`src/rtl/capture_thresh_pkg.sv`:
```
// Shared types and load_word field positions for the capture threshold loader.
package capture_thresh_pkg;

    typedef enum logic [1:0] {
        ST_IDLE   = 2'd0,
        ST_SINGLE = 2'd1,
        ST_SWEEP  = 2'd2,
        ST_DONE   = 2'd3
    } state_t;

    localparam int LD_BIT    = 31;
    localparam int CLR_BIT   = 30;
    localparam int CH_LSB    = 16;
    localparam int CH_FLD_W  = 12;
    localparam int TH_LSB    = 0;
    localparam int ERR_CNT_W = 8;

endpackage

```
`src/rtl/capture_strobe_edge.sv`:
```
// Two-bit rising-edge detector; the previous-value register resets to RST_LVL
// so a strobe that is already high when reset releases does not fire.
module capture_strobe_edge #(
    parameter logic [1:0] RST_LVL = 2'b11
) (
    input  logic       clk,
    input  logic       rst,
    input  logic [1:0] strobe,
    output logic [1:0] rise
);

    logic [1:0] prev;

    always_ff @(posedge clk) begin
        if (rst) prev <= RST_LVL;
        else     prev <= strobe;
    end

    assign rise = strobe & ~prev;

endmodule

```
`src/rtl/capture_thresh_load_ctrl.sv`:
```
// Sequences software threshold loads / clear sweeps into the threshold RAM.
// Optional feature: define CAPTURE_THRESH_CLAMP_EN to saturate single-load data.
module capture_thresh_load_ctrl
    import capture_thresh_pkg::*;
#(
    parameter int                    N_CH           = 256,
    parameter int                    CH_W           = 8,
    parameter int                    TH_W           = 16,
    parameter logic signed [TH_W-1:0] DEFAULT_THRESH = 16'sh8000,
    parameter logic signed [TH_W-1:0] TH_MIN         = -16'sd30000,
    parameter logic signed [TH_W-1:0] TH_MAX         = 16'sd0
) (
    input  logic                 OPB_Clk,
    input  logic                 OPB_Rst,
    input  logic [31:0]          load_word,
    input  logic                 thr_rdy,
    output logic                 thr_we,
    output logic [CH_W-1:0]      thr_addr,
    output logic [TH_W-1:0]      thr_data,
    output logic                 busy,
    output logic                 done,
    output logic [ERR_CNT_W-1:0] err_cnt
);

    logic [31:0]             word_q;
    logic [1:0]              rise;
    logic                    ld_edge;
    logic                    clr_edge;
    logic [CH_FLD_W-1:0]     ch_fld;
    logic                    ch_ok;
    logic                    err_inc;
    state_t                  state;
    logic [CH_W-1:0]         addr_q;
    logic signed [TH_W-1:0]  data_q;

    function automatic logic signed [TH_W-1:0] clamp_th(input logic signed [TH_W-1:0] v);
`ifdef CAPTURE_THRESH_CLAMP_EN
        if (v < TH_MIN) return TH_MIN;
        if (v > TH_MAX) return TH_MAX;
        return v;
`else
        return v;
`endif
    endfunction

    always_ff @(posedge OPB_Clk) begin
        word_q <= load_word;
    end

    capture_strobe_edge #(
        .RST_LVL(2'b11)
    ) u_strobe_edge (
        .clk    (OPB_Clk),
        .rst    (OPB_Rst),
        .strobe ({word_q[LD_BIT], word_q[CLR_BIT]}),
        .rise   (rise)
    );

    assign ld_edge  = rise[1];
    assign clr_edge = rise[0];
    assign ch_fld   = word_q[CH_LSB +: CH_FLD_W];
    assign ch_ok    = ({1'b0, ch_fld} < (CH_FLD_W+1)'(N_CH));

    // Clear beats load on a tie, and every edge seen while busy is dropped.
    assign err_inc = (state != ST_IDLE) ? (ld_edge | clr_edge)
                                        : (ld_edge & (clr_edge | ~ch_ok));

    always_ff @(posedge OPB_Clk) begin
        if (OPB_Rst) begin
            state   <= ST_IDLE;
            addr_q  <= '0;
            data_q  <= '0;
            done    <= 1'b0;
            err_cnt <= '0;
        end else begin
            done <= 1'b0;
            if (err_inc && (err_cnt != '1)) err_cnt <= err_cnt + 1'b1;
            case (state)
                ST_IDLE: begin
                    if (clr_edge) begin
                        state  <= ST_SWEEP;
                        addr_q <= '0;
                        data_q <= DEFAULT_THRESH;
                    end else if (ld_edge && ch_ok) begin
                        state  <= ST_SINGLE;
                        addr_q <= ch_fld[CH_W-1:0];
                        data_q <= clamp_th(word_q[TH_LSB +: TH_W]);
                    end
                end
                ST_SINGLE: begin
                    if (thr_rdy) begin
                        state <= ST_DONE;
                        done  <= 1'b1;
                    end
                end
                ST_SWEEP: begin
                    // The counter stops on the last entry rather than wrapping.
                    if (thr_rdy) begin
                        if (addr_q == CH_W'(N_CH - 1)) begin
                            state <= ST_DONE;
                            done  <= 1'b1;
                        end else begin
                            addr_q <= addr_q + 1'b1;
                        end
                    end
                end
                ST_DONE: state <= ST_IDLE;
                default: state <= ST_IDLE;
            endcase
        end
    end

    assign busy     = (state != ST_IDLE);
    assign thr_we   = thr_rdy & ((state == ST_SINGLE) | (state == ST_SWEEP));
    assign thr_addr = addr_q;
    assign thr_data = data_q;

endmodule

```
`config.mk`:
```
export PLATFORM = sky130hd
export DESIGN_NAME = capture_thresh_load_ctrl
export DESIGN_NICKNAME = d
export VERILOG_FILES = /design/src/rtl/capture_thresh_pkg.sv /design/src/rtl/capture_strobe_edge.sv /design/src/rtl/capture_thresh_load_ctrl.sv
export SDC_FILE = /design/constraint.sdc
export NUM_CORES = 1
export LEC_CHECK = 0
export ABC_AREA = 1
export CAP_MARGIN = 10
export CORE_UTILIZATION = 47
export DETAILED_ROUTE_END_ITERATION = 12
export GPL_TIMING_DRIVEN = 1
export MAX_ROUTING_LAYER = met4
export PLACE_DENSITY_LB_ADDON = 0.08
export SLEW_MARGIN = 20
export SYNTH_ARGS = -nofsm -noshare
export SYNTH_HDL_FRONTEND = slang
export SYNTH_SLANG_ARGS = --single-unit
```
`constraint.sdc`:
```
create_clock -name OPB_Clk -period 1.6 [get_ports OPB_Clk]
set_input_delay 0.32 -clock OPB_Clk [delete_from_list [all_inputs] [get_ports OPB_Clk]]
set_output_delay 0.32 -clock OPB_Clk [all_outputs]
set_load 0.005 [all_outputs]
```
==> impl_metrics.tcl <==
set metrics [dict create \
    synthTopCellsByArea "dfxtp_1, nand2_1, nand3_1" \
    postRouteAntennaNets 0 \
    clkLatencyLatePin_ns 0.34 \
    min-delay-path-class "input port to register" \
    grt_first_pass_wirelength_microns 8980 \
    critical_path.cell_chain "clkdlybuf4s50_1" \
    n_antenna_cell 0 \
    worstSetupPathDepth 1 \
    finalWirelength_microns 5730 \
    hold_path.startpoint "load_word[11]" \
    clock_tree_sinks 67 \
    criticalPathCategory "register to output pin" \
    worstPathMaxFanout 4 \
    outcome "finished clean" \
    core_area_sq_mm 0.00514 \
    ff_latch_area_sq_mm 0.00136 \
    setup.reg_to_reg.worst_slack_ns 0.05 \
    synthTopCellsByCount "nand2_1, dfxtp_1, nand3_1, a21oi_1, nor2_1" \
    layout_min_cycle_time_ns 1.56 \
    ys_async_sr_fraction 0 \
    syn-mean-instance-area_sq_um 8.04 \
    synth_ff_type "dfxtp_1" \
    yosys.area.top_type "dfxtp_1" \
    timing.reg2reg.worst_path_depth 9 \
    critical_path.reg2reg.endpoint "thr_addr[1]" \
    max_freq_mhz 643 \
    power.total_uw 4780 \
    slew_worst_pin_ns 0.390 \
    areaGrowthSynthToFinish_pct 46.1 \
    max-vdd-ir-drop_v 0.000878 \
    io_buffers 67 \
    die_x_microns 75.4 \
    nets 447 \
    i_o_pins 70 \
    holdWs_ns 0.413 \
    global_route_usage_over_all_layers 0.223 \
    cp_launch_type "register" \
    hold_path_end "word_q[11]" \
    synth-edff-count 0 \
    yosys.area.top_type_share 0.530 \
    drv_slew 0 \
    worstHoldPathCells 1 \
    worstReg2RegStart "state[0]" \
    layout-drive-gt1-share 0.195 \
    yosys.cell_count.top_type "nand2_1" \
    delay_of_the_slowest_critical_path_stage_ns 0.52 \
    grt_antenna_before_repair 0 \
    total_half_perimeter_wirelength_after_legalization_and_detailed_placement_microns 3930 \
    timing.critical_path.to_type "output pin" \
    power_leakage_uw 0.00160 \
    cp_slowest_cell "clkdlybuf4s50_1" \
    holdBufCountCts 0 \
    gpl.final_weighted_congestion 0.870 \
    arrival_time_worst_endpoint_ns 1.24 \
    data_required_time_of_the_critical_path_ns 1.28 \
    vias_in_the_first_global_route 1972 \
    row_count 26 \
    clock_pin_slew_on_the_worst_setup_and_hold_paths_ns 0.07 \
    yosysWarningCount 0 \
    cts_max_level 3 \
    drt_first_pass_iters 4 \
    multi_input_comb_area_sq_mm 0.00109 \
    power_density_mw_per_mm2 1290 \
    avgRoutedWirePerCell_microns 11.9 \
    ys_types 23 \
    synth.yosys.seq_area_share 0.530 \
    finalHoldViolations 0 \
    number_of_violations_of_the_max_capacitance_limit 0 \
    syn-instance-count 315 \
    synth_area_sq_mm 0.00253 \
    route.detailed.drc 0 \
    worstPathBufferInverterCount 1 \
    cts-root-to-sink-buffers 2 \
    gate_family_responsible_for_the_most_delay_along_the_worst_path "buffers and inverters" \
    clock_skew_ns 0.00952 \
    grt_overflow_total 0 \
    synth_fp_nets 356 \
    cts_tree "done" \
    slew_headroom 0.740 \
    clock_root_buffer "clkbuf_8" \
    setup_viol_count_final 0 \
    postSynthRegisterBits 67 \
    initial_utilization 0.493 \
    vert_die_dim_microns 75.4 \
    drtIter0Drc 204 \
    pin_count_of_the_biggest_net_entering_global_routing 27 \
    vias_per_cell 4.91 \
    die_area_sq_mm 0.00569 \
    final_min_period_over_clock_period 0.972 \
    vias 2362 \
    nFillCells 443 \
    cts_inserted_buffers 9 \
]
-- report_power, final --
| group | internal (uW) | switching [uW] |
|---|---|---|
| Sequential | 1840 | 106 |
| Clock | 761 | 645 |
| Combinational | 696 | 731 |
-- state kept, by name, indices dropped and copies added, names as in the netlist --
register / flops
done: 1
thr_addr: 8
thr_data: 16
err_cnt: 8
u_strobe_edge.prev: 2
state: 2
word_q: 30
-- worst max-delay path by stage --
stage | to | slack, ns | from
floorplan | thr_addr[3] | 0.19 | state[0]
global route | state[1] | -0.003 | state[0]
finish | err_cnt[1] | 0.04 | err_cnt[1]
global placement | thr_we | -0.11 | thr_rdy
detailed placement | thr_we | -0.14 | thr_rdy
CTS | thr_addr[5] | 0.009 | state[0]
-- logic make-up (layout without fill, tap and decap cells) --
| kind of cell | count (synthesis) | in the layout | synth area share |
|---|---|---|---|
| xor gates and xnor gates | 5 | 5 | 0.0173 |
| AOI/OAI and AO/OA | 44 | 44 | 0.0939 |
| DFF | 67 | 67 | 0.530 |
| and+or+nand+nor | 157 | 157 | 0.272 |
| buffers and inverters | 36 | 132 | 0.0573 |
| adders and majority gates | 6 | 6 | 0.0296 |
-- metrics by stage --
step / util / worst slack, ns / cells / TNS [ns] / area [sq um]
2_1_floorplan: - / 0.188 / 315 / 0 / 2530
3_3_place_gp: 0.663 / -0.108 / 462 / -0.279 / 3410
3_5_place_dp: 0.663 / -0.137 / 462 / -0.389 / 3410
4_1_cts: 0.709 / 0.00870 / 479 / 0 / 3640
5_1_grt: 0.720 / -0.00317 / 481 / -0.00317 / 3700
6_report: 0.720 / 0.0447 / 481 / 0 / 3700
-- layer usage --
layer | vias up | part of all wire | track usage
li1 | 1200 | - | -
met1 | 1093 | 0.48 | 0.297
met2 | 62 | 0.45 | 0.311
met3 | 7 | 0.065 | 0.0622
met4 | 0 | 0.011 | 0.105
met5 | - | 0 | -
-- placed cells by master (no fill, tap or decap), types with 2 or more instances in the layout --
cell	count
o21ai_0	9
inv_1	17
a21oi_1	30
inv_2	7
dlymetal6s2s_1	2
ha_1	3
nand3_2	2
nor2_1	24
nor2_2	3
clkinv_4	2
buf_4	22
dfxtp_4	2
nand2_4	2
o21ai_1	2
nand2_2	4
nand3_1	44
clkbuf_8	10
ha_4	2
xor2_1	3
dfxtp_2	12
nand3b_1	2
clkdlybuf4s50_1	60
clkinv_2	2
dfxtp_1	53
dlygate4sd2_1	3
nand2_1	74
nand4_1	2
xnor2_1	2
-- area by class of cell --
cell class | count | area share
Clock inverter | 6 | 0.0176
Clock buffer | 10 | 0.0372
Inverter | 25 | 0.0260
Timing Repair Buffer | 91 | 0.234
Sequential cell | 67 | 0.368
Multi-Input combinational cell | 212 | 0.293
Tap cell | 70 | 0.0237
-- repair_timing --
| item | 4_1_cts | 5_1_grt |
|---|---|---|
| endpoints found under the setup margin | 17 | 17 |
| pin swaps | 0 | 1 |
| buffers inserted | 1 | 2 |
| gates resized for setup | 26 | 14 |
Power figures use the tool's default switching activity.
